===== config.mk =====
export PLATFORM = sky130hd
export DESIGN_NAME = keypad_scan_decoder
export DESIGN_NICKNAME = d
export VERILOG_FILES = /design/src/rtl/keypad_pkg.sv /design/src/rtl/keypad_scan_decoder_scan_tick_gen.sv /design/src/rtl/keypad_scan_decoder.sv
export SDC_FILE = /design/constraint.sdc
export NUM_CORES = 1
export LEC_CHECK = 0
export ABC_AREA = 1
export BUFFER_PORTS_ARGS = -buffer_cell sky130_fd_sc_hd__buf_2
export CAP_MARGIN = 20
export CORE_UTILIZATION = 51
export DETAILED_ROUTE_END_ITERATION = 8
export PLACE_DENSITY = 0.78
export RECOVER_POWER = 100
export REMOVE_ABC_BUFFERS = 1
export SKIP_CTS_REPAIR_TIMING = 1
export SYNTH_ARGS = -nofsm -noshare
export SYNTH_HDL_FRONTEND = slang
export SYNTH_SLANG_ARGS = --single-unit

===== constraint.sdc =====
create_clock -name clk -period 2.1 [get_ports clk]
set_clock_uncertainty 0.1 [all_clocks]
set_input_delay 0.42 -clock clk [delete_from_list [all_inputs] [get_ports clk]]
set_output_delay 0.42 -clock clk [all_outputs]
set_load 0.03 [all_outputs]

===== src/rtl/keypad_pkg.sv =====
// Shared types and helpers for the 4x4 matrix keypad scanner.
//   kp_state_e   : scan / debounce FSM states
//   KEYMAP       : key code per {row, col}, row 3 holds '*' (E) and '#' (F)
//   lowest_col   : index of the lowest active-low column in a sensed pattern
//   row_onehot0  : active-low row drive for a row index
package keypad_pkg;

  typedef enum logic [1:0] {
    SCAN     = 2'd0,
    PRESS_DB = 2'd1,
    PRESSED  = 2'd2,
    REL_DB   = 2'd3
  } kp_state_e;

  // Packed so that KEYMAP[{row,col}] selects the code; listed from index 15 down to 0.
  localparam logic [15:0][3:0] KEYMAP = {
    4'hD, 4'hF, 4'h0, 4'hE,   // row 3
    4'hC, 4'h9, 4'h8, 4'h7,   // row 2
    4'hB, 4'h6, 4'h5, 4'h4,   // row 1
    4'hA, 4'h3, 4'h2, 4'h1    // row 0
  };

  // Lowest-index column pulled low wins; an all-high pattern is never looked up.
  function automatic logic [1:0] lowest_col(input logic [3:0] col_s);
    if (!col_s[0]) begin
      return 2'd0;
    end else if (!col_s[1]) begin
      return 2'd1;
    end else if (!col_s[2]) begin
      return 2'd2;
    end else begin
      return 2'd3;
    end
  endfunction

  function automatic logic [3:0] row_onehot0(input logic [1:0] idx);
    return ~(4'b0001 << idx);
  endfunction

endpackage


===== src/rtl/keypad_scan_decoder_scan_tick_gen.sv =====
// Free-running scan divider producing a one-cycle tick each time it wraps.
//   clk    : system clock
//   rst_n  : asynchronous reset, active-low
//   tick_o : registered pulse, high for one cycle after the divider wraps to 0
module scan_tick_gen #(
  parameter int SCAN_DIV_W = 16
) (
  input  logic clk,
  input  logic rst_n,
  output logic tick_o
);

  logic [SCAN_DIV_W-1:0] div_q;
  logic                  tick_q;

  // Divider count and registered wrap pulse.
  always_ff @(posedge clk or negedge rst_n) begin
    if (!rst_n) begin
      div_q  <= '0;
      tick_q <= 1'b0;
    end else begin
      div_q  <= div_q + SCAN_DIV_W'(1);
      tick_q <= &div_q;
    end
  end

  assign tick_o = tick_q;

endmodule


===== src/rtl/keypad_scan_decoder.sv =====
// 4x4 active-low keypad scanner with debounce and a valid/ready key output.
//   clk       : system clock
//   reset     : asynchronous reset, active-low
//   row       : active-low row drive, one row low at a time
//   col       : active-low column sense, asynchronous to clk
//   key_code  : decoded hex key, stable while key_valid
//   key_valid : key_code holds an unconsumed key
//   key_ready : consumer takes the key when key_valid & key_ready
//   key_held  : a debounced key is currently down
//   overrun   : sticky, a key was debounced while the previous one was unconsumed
//   clr_ovr   : synchronous clear of overrun, wins over a same-cycle set
module keypad_scan_decoder
  import keypad_pkg::*;
#(
  parameter int SCAN_DIV_W     = 16,
  parameter int DEBOUNCE_TICKS = 4
) (
  input  logic       clk,
  input  logic       reset,
  output logic [3:0] row,
  input  logic [3:0] col,
  output logic [3:0] key_code,
  output logic       key_valid,
  input  logic       key_ready,
  output logic       key_held,
  output logic       overrun,
  input  logic       clr_ovr
);

  localparam int              CNT_W   = $clog2(DEBOUNCE_TICKS + 1);
  localparam logic [CNT_W-1:0] CNT_MAX = CNT_W'(DEBOUNCE_TICKS);
  localparam logic [CNT_W-1:0] CNT_ONE = CNT_W'(1);

  logic             tick_s;
  logic [3:0]       col_meta_q;
  logic [3:0]       col_s_q;
  kp_state_e        state_q;
  logic [1:0]       row_idx_q;
  logic [3:0]       row_q;
  logic [CNT_W-1:0] cnt_q;
  logic [CNT_W-1:0] cnt_inc_s;
  logic [3:0]       lat_col_q;
  logic [3:0]       pend_code_q;
  logic             emit_q;
  logic             key_held_q;
  logic             key_valid_q, key_valid_d;
  logic [3:0]       key_code_q,  key_code_d;
  logic             overrun_q,   overrun_d;
  logic             accept_s;

  scan_tick_gen #(.SCAN_DIV_W(SCAN_DIV_W)) u_tick (
    .clk    (clk),
    .rst_n  (reset),
    .tick_o (tick_s)
  );

  // Two-flop synchroniser for the asynchronous column sense lines.
  always_ff @(posedge clk or negedge reset) begin
    if (!reset) begin
      col_meta_q <= 4'hF;
      col_s_q    <= 4'hF;
    end else begin
      col_meta_q <= col;
      col_s_q    <= col_meta_q;
    end
  end

  // Saturating increment so the counter can never wrap back into a false match.
  assign cnt_inc_s = (cnt_q == CNT_MAX) ? cnt_q : cnt_q + CNT_ONE;

  // Scan / debounce FSM; only moves on ticks, emit_q pulses for one cycle after a press completes.
  always_ff @(posedge clk or negedge reset) begin
    if (!reset) begin
      state_q     <= SCAN;
      row_idx_q   <= 2'd0;
      row_q       <= 4'b1110;
      cnt_q       <= '0;
      lat_col_q   <= 4'hF;
      pend_code_q <= 4'h0;
      emit_q      <= 1'b0;
      key_held_q  <= 1'b0;
    end else begin
      emit_q <= 1'b0;
      if (tick_s) begin
        case (state_q)
          SCAN: begin
            if (col_s_q == 4'hF) begin
              row_idx_q <= row_idx_q + 2'd1;
              row_q     <= row_onehot0(row_idx_q + 2'd1);
            end else begin
              lat_col_q   <= col_s_q;
              pend_code_q <= KEYMAP[{row_idx_q, lowest_col(col_s_q)}];
              cnt_q       <= CNT_ONE;
              if (CNT_ONE == CNT_MAX) begin
                state_q    <= PRESSED;
                emit_q     <= 1'b1;
                key_held_q <= 1'b1;
              end else begin
                state_q <= PRESS_DB;
              end
            end
          end
          PRESS_DB: begin
            if (col_s_q == lat_col_q) begin
              cnt_q <= cnt_inc_s;
              if (cnt_inc_s == CNT_MAX) begin
                state_q    <= PRESSED;
                emit_q     <= 1'b1;
                key_held_q <= 1'b1;
              end
            end else begin
              cnt_q     <= '0;
              state_q   <= SCAN;
              row_idx_q <= row_idx_q + 2'd1;
              row_q     <= row_onehot0(row_idx_q + 2'd1);
            end
          end
          PRESSED: begin
            if (col_s_q == 4'hF) begin
              if (CNT_ONE == CNT_MAX) begin
                cnt_q      <= '0;
                state_q    <= SCAN;
                key_held_q <= 1'b0;
                row_idx_q  <= row_idx_q + 2'd1;
                row_q      <= row_onehot0(row_idx_q + 2'd1);
              end else begin
                cnt_q   <= CNT_ONE;
                state_q <= REL_DB;
              end
            end
          end
          REL_DB: begin
            if (col_s_q == 4'hF) begin
              cnt_q <= cnt_inc_s;
              if (cnt_inc_s == CNT_MAX) begin
                cnt_q      <= '0;
                state_q    <= SCAN;
                key_held_q <= 1'b0;
                row_idx_q  <= row_idx_q + 2'd1;
                row_q      <= row_onehot0(row_idx_q + 2'd1);
              end
            end else begin
              // Release bounce: return to the held state without a second emit.
              cnt_q   <= '0;
              state_q <= PRESSED;
            end
          end
          default: begin
            cnt_q      <= '0;
            state_q    <= SCAN;
            key_held_q <= 1'b0;
          end
        endcase
      end
    end
  end

  assign accept_s = key_valid_q & key_ready;

  // Output handshake: load on emit if the slot is free or being drained, otherwise flag overrun.
  always_comb begin
    key_valid_d = key_valid_q;
    key_code_d  = key_code_q;
    if (emit_q) begin
      if (!key_valid_q || accept_s) begin
        key_code_d  = pend_code_q;
        key_valid_d = 1'b1;
      end else begin
        key_code_d  = key_code_q;
      end
    end else if (accept_s) begin
      key_valid_d = 1'b0;
    end else begin
      key_valid_d = key_valid_q;
    end
    if (clr_ovr) begin
      overrun_d = 1'b0;
    end else begin
      overrun_d = overrun_q | (emit_q & key_valid_q & ~accept_s);
    end
  end

  // Handshake and overrun registers.
  always_ff @(posedge clk or negedge reset) begin
    if (!reset) begin
      key_valid_q <= 1'b0;
      key_code_q  <= 4'h0;
      overrun_q   <= 1'b0;
    end else begin
      key_valid_q <= key_valid_d;
      key_code_q  <= key_code_d;
      overrun_q   <= overrun_d;
    end
  end

  assign row       = row_q;
  assign key_code  = key_code_q;
  assign key_valid = key_valid_q;
  assign key_held  = key_held_q;
  assign overrun   = overrun_q;

endmodule


# [After elaboration in Yosys (flattened, before gate mapping)]
# Memory sizes are Yosys's and may differ from the RTL's. A register that Yosys moved wholly into a read port is not among the register bits.
# Index checks and enable logic that the tools add are counted.
[word_totals] out_inout_bits=11 mem_bits_ro=64 word_cells=102 mem_count=1 regBits=48 input_bits=8
[classes] n_addsub=3 n_mux=43 n_eq_ne=18 reduce_logical=15 bitwise_logic=7 shifts=1
[memory_table] memory="(no name shown)" words=16 word_bits=4 read_ports=1 rd_clocked_by_memory_dff=1 write_ports=0 line_no="keypad_scan_decoder.sv:92" source="pend_code_q <= KEYMAP[{row_idx_q, lowest_col(col_s_q)}];"
[ops] operator="2-bit 2-to-1 mux" n=15
[ops] operator="3-bit 2-to-1 mux" n=6
[ops] operator="16-bit by 1-bit adder with 16-bit output (second input constant)" n=1
[ops] operator="4-bit 2-to-1 mux" n=4
[ops] operator="2-bit != test (second input constant)" n=8
[ops] operator="16-bit AND reduction" n=1
[ops] operator="1-bit 2-to-1 mux" n=13
[ops] operator="3-bit one-hot mux with 4 select lines" n=1
[ops] operator="4-bit one-hot mux with 3 select lines" n=1
[ops] operator="6-bit AND reduction" n=2
[ops] operator="2-bit one-hot mux with 4 select lines" n=1
[ops] operator="3-bit == test (second input constant)" n=2
[ops] operator="3-bit != test (second input constant)" n=2
[ops] operator="2-bit one-hot mux with 3 select lines" n=1
[ops] operator="3-bit AND reduction" n=2
[ops] operator="5-bit AND reduction" n=1
[ops] operator="2-bit == test (second input constant)" n=2
[ops] operator="4-bit == test" n=1
[ops] operator="4-bit == test (second input constant)" n=1
[ops] operator="4-bit inverter" n=1
[ops] operator="2-bit AND reduction" n=2
[ops] operator="2-bit nonzero test" n=2
[ops] operator="1-bit by 2-bit left shift with 4-bit output (first input constant)" n=1
[ops] operator="3-bit by 1-bit adder with 3-bit output (second input constant)" n=1
[ops] operator="11 further kinds" n=15

# [Longest topological paths before layout]
# Gate-level depths: netlist of the first run.
[logic_depth] depth_word=7 ltp_mapped=11 mapped_depth_nobuf=11

# [Modules after synthesis]
# A second synthesis of the first run with hierarchy kept.
[hier_totals] hier_cells=299 area_unflattened_um2=2656.3
[by_module_without_submodules] mod="keypad_scan_decoder" seq_area_each_um2=894.6 cells_each=208 area_each_um2=1811.7 n_inst=1
[by_module_without_submodules] mod="scan_tick_gen" seq_area_each_um2=425.4 cells_each=91 area_each_um2=844.6 n_inst=1

# [Least setup slack after synthesis of the first run]
# Ideal clock, no wire load.
[synth_path] kind="reg-to-reg" startpoint="register col_s_q[0]" endpoint="register pend_code_q[1]" arrival_ns=1.450 n_path_buf=0 stages_incl_launch_ff=9 setup_time_ns=0.126 period_less_slack_ns=1.676 t_required_ns=1.874 path_slack_ns=0.424 cell_sequence="dfstp_2 -> inv_1 -> a21oi_1 -> inv_1 -> ha_1 -> o21ai_0 -> o21ai_0 -> nand2_1 -> o21ai_0"
[synth_between] elab_chain_len=4 word_cells_on_any_way=7 classes_between="1 x eq/ne; 4 x mux; 1 x bitwise; 1 x reduce/logical"
[synth_rtl] element="from (decl)" line_no="keypad_scan_decoder.sv:36" source="logic [3:0] col_s_q;"
[synth_rtl] element="from (signal assigned)" line_no="keypad_scan_decoder.sv:64" source="col_s_q <= col_meta_q;"
[synth_rtl] element="2-bit 2-to-1 mux" line_no="keypad_pkg.sv:25" source="if (!col_s[0]) begin"
[synth_rtl] element="2-bit 2-to-1 mux" line_no="keypad_scan_decoder.sv:87" source="if (col_s_q == 4'hF) begin"
[synth_rtl] element="2-bit 2-to-1 mux" line_no="keypad_scan_decoder.sv:85" source="case (state_q)"
[synth_rtl] element="2-bit 2-to-1 mux" line_no="keypad_scan_decoder.sv:84" source="if (tick_s) begin"
[synth_rtl] element="to (decl)" line_no="keypad_scan_decoder.sv:43" source="logic [3:0] pend_code_q;"
# Parallel ways exist; a longest one is shown, timed or not. The select of a mux whose other input is x is not followed.
# A chain may end at the register's enable or synchronous reset.

# [Worst setup path after layout of the first run]
# Ends and elaborated chain as after synthesis.

==> summary.md, run 1 <==
| Metric | Value |
|---|---|
| Final non-filler cell total | `between 300 and 400` |
| CP Class | `register to register` |
| ANT nets after route | `0` |
| Finished Cell Area | `approximately 2800 um^2` |
| Slew Limit Fails | `0` |
| Drt drc | `0` |
| Wire per inst | `between 10 and 15 um` |
| Setup crit start kind | `register` |
| RSZ-0062 raised after global routing | `false` |
| Die area | `between 5000 and 6000 um^2` |
| Fillers | `420` |
| Final hold vios | `0` |
| Post-synthesis sequential area ratio | `0.526` |
| Pin count of the biggest net entering global routing | `53` |
| Post-synthesis area per instance | `between 8 and 9 um^2` |
| Synth area leader | `dfrtp_1` |
| GRT Util Overall | `0.180` |
| Crit. End Element | `register` |
| Core box area | `between 4000 and 5000 um^2` |
| Root buffer cell | `clkbuf_8` |
| Clk Latency, worst-skew pair | `between 300 and 400 ps` |
| Routed WL | `approximately 4000 um` |
| Syn Inst Count | `about 290` |
| Async SR Flop Fraction | `1.00` |
| Row count | `25` |
| Yosys Warn Count | `0` |
| Grt ovf | `0` |
| Max VDD drop | `approximately 0.54 mV` |
| Final min period | `roughly 1900 ps` |
| Htree depth | `2` |
| Status | `complete, no violations` |
| CP max FO | `5` |
| Worst-Margin Slew | `between 1000 and 1500 ps` |
| Via density | `approximately 4.7` |
| Chip Height | `72.1 um` |
| Initial antenna violation count | `0` |
| Initial core utilization | `0.531` |
| Top cells by area, synth | `dfrtp_1 37%, dfstp_2 16%, nand2_1 13%` |
| Area grow syn2layout | `10.0%` |
| Lkg Pwr | `1.32 nW` |
| Via count of the routed design | `about 1800` |
| Min-delay worst type | `primary input to register` |
| Chip width | `a little over 70 um` |
| Placed cell area | `between 2000 and 3000 um^2` |
| DR pass1 iterations | `4` |
| Final GP Congestion | `roughly 0.90` |
| I/O pin total | `19` |
| Vias in the first global route | `between 1500 and 2000` |
| Fin crit share | `0.889` |
| Setup Total Neg Slack | `0 ps` |
| CTS buffer count | `5` |
| Port-buffer cells | `18` |
| Pwr Density | `roughly 590 nW/um^2` |
| Synth top area share | `0.369` |
| Clk sinks | `52` |
| Synth unique cells | `28` |
| Achievable Freq | `roughly 540 MHz` |
| Worst-path clk slew | `about 90 ps` |
| Fin nets | `approximately 330` |
| Synth Flop Type | `dfrtp_1` |
| Yosys reg bits | `52` |
| # setup viols final | `0` |
| Max Buffers Root-to-Sink | `2` |
| WP data required | `between 2000 and 2500 ps` |
| EDFF count, synth | `0` |
| Slew Limit Headroom | `0.202` |
| Cell area after synthesis | `roughly 2500 um^2` |
| Ant diodes | `0` |
| Post-Place Cells | `~370` |
| Max Cap Violations | `0` |
| HPWL Detailed | `approximately 2900 um` |
| Global-route wire length before repair | `approximately 7100 um` |
| Critical Path AT | `roughly 1900 ps` |
| Initial DRC Count | `between 90 and 100` |
| Share of cells above drive strength 1 | `0.127` |
| CTS tree | `yes` |
| Final hold slack | `between 100 and 150 ps` |
[cells by family after synthesis]
kind of cell             count (synthesis)  share of synthesized area
AO/OA/AOI/OAI                           31                     0.0704
XOR/XNOR                                11                     0.0384
adder cells (fa/ha/maj)                 11                     0.0549
buffers and inverters                   49                     0.0738
flip-flops                              52                      0.526
multiplexers                             1                    0.00399
AND/OR/NAND/NOR                        134                      0.232
[flip-flops by register name, indices dropped and copies added, names as in the netlist, 2 cells and up]
name          count
col_s_q           4
state_q           2
row               4
lat_col_q         4
row_idx_q         2
u_tick.div_q     16
cnt_q             3
pend_code_q       4
key_code          4
col_meta_q        4
[worst max-delay path, stage by stage (launching register included)]
cell and delay (ps):
dfstp_2 570, inv_1 70, a21oi_1 310, inv_1 140, ha_1 190, o21ai_0 120, o21ai_0 100, nand2_1 60
o21ai_0 70
[worst paths after layout]
kind | start | end | slack (ps) | cells after the start
worst max register to register | col_s_q[0] | pend_code_q[1] | 230 | 8
worst min register to register | col_meta_q[0] | col_s_q[0] | 260 | 0
max in group asynchronous | reset | u_tick.div_q[6] | 320 | 3
min in group asynchronous | reset | key_code[1] | 860 | 3
worst max-delay path | col_s_q[0] | pend_code_q[1] | 230 | 8
worst min-delay path | col[3] | col_meta_q[3] | 100 | 1
[power breakdown]
part,total [mW],internal (mW),switching (mW)
combinational,0.0500,0.0142,0.0359
sequential,1.02,1.02,0.00550
clock,0.561,0.237,0.324
[metal layers]
layer,vias to the layer above,GRT usage,part of all wire
li1,947,-,-
met1,828,0.204,0.47
met2,23,0.313,0.49
met3,6,0.0625,0.034
met4,0,0.0654,0.015
met5,-,0,0
[metrics by stage]
stage	util	setup slack [ps]	total power, mW
2_1_floorplan	-	399	1.06
3_3_place_gp	0.571	296	1.09
3_5_place_dp	0.571	243	1.10
4_1_cts	0.590	220	1.66
5_1_grt	0.584	13.6	1.71
6_report	0.584	234	1.63
[Yosys cell counts (all sizes together), types with 3 or more instances]
library cell and number:
nand2 88, o22ai 3, nand3 14, ha 11, o21ai 19, dfrtp 37
dfstp 15, xor2 7, nor3 6, nand4 4, nor2 21, inv 48
xnor2 4, a21oi 7
[area by class of cell]
type                       count  area, um^2  share of cell area
inverter                      48         180              0.0653
timing repair buffer          20        91.3              0.0331
multi-input combinational    188         995               0.361
clock buffer                   6        72.6              0.0263
clock inverter                 2        16.3             0.00590
sequential                    52        1320               0.478
tap                           67        83.8              0.0304
[cells in the final DEF (no fill, tap or decap), drive strengths merged, types with 3 or more instances in the layout]
master	count
a21oi	7
buf	7
clkbuf	18
dfrtp	37
dfstp	15
ha	11
inv	48
nand2	88
nand3	14
nand4	4
nor2	21
nor3	6
o21ai	19
o22ai	3
xnor2	4
xor2	7
Power figures use the tool's default switching activity.
==> inputs of run 2 (changes only) <==
--- a/config.mk
+++ b/config.mk
@@ -10,7 +10,7 @@
 export CAP_MARGIN = 20
 export CORE_UTILIZATION = 51
 export DETAILED_ROUTE_END_ITERATION = 8
-export PLACE_DENSITY = 0.78
+export PLACE_DENSITY = 0.79
 export RECOVER_POWER = 100
 export REMOVE_ABC_BUFFERS = 1
 export SKIP_CTS_REPAIR_TIMING = 1
==> summary.md, run 2 (synthesis results as in run 1) <==
| Metric | Value |
|---|---|
| Worst-Margin Slew | `1150 ps (was 1200 ps)` |
| Root buffer cell | `clkbuf_8 (unchanged)` |
| WP data required | `2140 ps (was 2170 ps)` |
| Core box area | `4720 um^2 (unchanged)` |
| Routed WL | `4040 um (was 3990 um)` |
| Via count of the routed design | `1827 (was 1804)` |
| Max Cap Violations | `0 (unchanged)` |
| DR pass1 iterations | `4 (unchanged)` |
| Min-delay worst type | `primary input to register (unchanged)` |
| RSZ-0062 raised after global routing | `false (unchanged)` |
| Lkg Pwr | `1.33 nW (was 1.32 nW)` |
| I/O pin total | `19 (unchanged)` |
| Status | `complete, no violations (unchanged)` |
| CP top delay family | `compound AO/OA/AOI/OAI gates (unchanged)` |
| Worst r2r src | `col_s_q[0] (unchanged)` |
| Buf+Inv Stages, Crit Path | `2 (unchanged)` |
| Reg with most FFs | `u_tick.div_q (unchanged)` |
| Via density | `4.77 (was 4.71)` |
| Final hold vios | `0 (unchanged)` |
| Grt ovf | `0 (unchanged)` |
| Setup WS pre-CTS | `233 ps (was 243 ps)` |
| Chip Height | `72.1 um (unchanged)` |
| Placed cell area | `2690 um^2 (was 2700 um^2)` |
| Finished Cell Area | `2780 um^2 (was 2760 um^2)` |
| Setup Total Neg Slack | `0 ps (unchanged)` |
| Grt met3 use | `0.0389 (was 0.0625)` |
| Final hold slack | `113 ps (was 102 ps)` |
| ANT nets after route | `0 (unchanged)` |
| PnR Total Power | `1.74 mW (was 1.63 mW)` |
| Max Buffers Root-to-Sink | `2 (unchanged)` |
| Slew Limit Headroom | `0.234 (was 0.202)` |
| Pwr Density | `626 nW/um^2 (was 592 nW/um^2)` |
| Crit. End Element | `register (unchanged)` |
| Initial antenna violation count | `0 (unchanged)` |
| Slew Limit Fails | `0 (unchanged)` |
| Clk sinks | `52 (unchanged)` |
| Final GP Congestion | `0.894 (was 0.902)` |
| Row count | `25 (unchanged)` |
| Stages on worst setup path | `8 (unchanged)` |
| Global-route wire length before repair | `7400 um (was 7130 um)` |
| Reg-to-reg setup timing slack | `190 ps (was 230 ps)` |
| Final min period | `1910 ps (was 1870 ps)` |
| CTS buffer count | `5 (unchanged)` |
| CP max FO | `5 (unchanged)` |
| Initial core utilization | `0.531 (unchanged)` |
| GRT Util Overall | `0.182 (was 0.180)` |
| Worst-path clk slew | `90 ps (about the same)` |
| Share of cells above drive strength 1 | `0.127 (unchanged)` |
| HPWL Detailed | `3040 um (was 2940 um)` |
| Final worst slack | `195 ps (was 234 ps)` |
| Met1 Usage GRT | `0.207 (was 0.204)` |
| Max reg flops | `16 (unchanged)` |
| Port-buffer cells | `18 (unchanged)` |
| Slowest Stage Delay on Critical Path | `570 ps (about the same)` |
| Fin crit share | `0.907 (was 0.889)` |
| Ant diodes | `0 (unchanged)` |
| Fin nets | `334 (unchanged)` |
| Critical Path AT | `1950 ps (was 1930 ps)` |
| Most Crowded Layer GR | `met2 (unchanged)` |
| Worst path most repeated cell | `o21ai_0 (unchanged)` |
| Worst Setup SP | `col_s_q[0] (unchanged)` |
| Drt drc | `0 (unchanged)` |
| R2r endpoint | `pend_code_q[1] (unchanged)` |
| Pin count of the biggest net entering global routing | `23 (was 53)` |
| Chip width | `72.1 um (unchanged)` |
| Initial DRC Count | `113 (was 99)` |
| Vias in the first global route | `1835 (was 1766)` |
| Crit path to | `pend_code_q[1] (unchanged)` |
| CP Class | `register to register (unchanged)` |
| Cells on worst reg2reg path | `8 (unchanged)` |
| Wire per inst | `10.5 um (was 10.4 um)` |
| Htree depth | `2 (unchanged)` |
| Commonest non-fill, non-tap cell in the layout | `nand2_1 (unchanged)` |
| Most frequent cells in the layout | `87 x nand2_1, 45 x inv_1, 37 x dfrtp_1 (unchanged)` |
| CTS tree | `yes (unchanged)` |
| Setup crit start kind | `register (unchanged)` |
| Area grow syn2layout | `10.7% (was 10.0%)` |
| Global routing usage on met2 | `0.325 (was 0.313)` |
| Die area | `5200 um^2 (unchanged)` |
| # setup viols final | `0 (unchanged)` |
| Achievable Freq | `525 MHz (was 536 MHz)` |
| Worst path slowest cell | `dfstp_2 (unchanged)` |
| Clk Latency, worst-skew pair | `290 ps (was 310 ps)` |
| Max VDD drop | `0.438 mV (was 0.543 mV)` |
| CP cell instances | `inv_1, a21oi_1, inv_1, ha_1, o21ai_0, o21ai_0, nand2_1, o21ai_0 (unchanged)` |
## run 2: worst min path at each step
stage,startpoint,endpoint,slack (ps),cells past startpoint
4_1_cts,reset,row[0],-10,1
5_1_grt,col[3],col_meta_q[3],90,1
3_3_place_gp,col_meta_q[3],col_s_q[3],250,0
2_1_floorplan,reset,cnt_q[0],20,0
3_5_place_dp,col_meta_q[2],col_s_q[2],250,0
6_report,col[0],col_meta_q[0],110,1
## run 2: final cells by class
type	instances	area, um^2
repair buffers	20	85.1
inverters	48	180
flip-flops and latches	52	1320
clock inverters	2	38.8
well taps	67	83.8
fillers	423	1950
clock buffers	6	72.6
multi-input cells	188	995
## run 2: stage by stage
stage,util,instances
final,0.588,383
after global routing,0.588,383
after CTS,0.593,383
after detailed placement,0.570,375
after global placement,0.570,375
after floorplan,-,288
## run 2: routing by layer
| metal | vias to the layer above | share of wire |
|---|---|---|
| met5 | - | 0 |
| li1 | 947 | - |
| met4 | 0 | 0.023 |
| met3 | 9 | 0.028 |
| met2 | 26 | 0.50 |
| met1 | 845 | 0.45 |
## run 2: where the power goes
part | internal, mW | switching (mW) | total [mW]
registers | 1.02 | 0.00567 | 1.02
logic | 0.0134 | 0.0368 | 0.0502
clock network | 0.360 | 0.308 | 0.668
total | 1.39 | 0.350 | 1.74
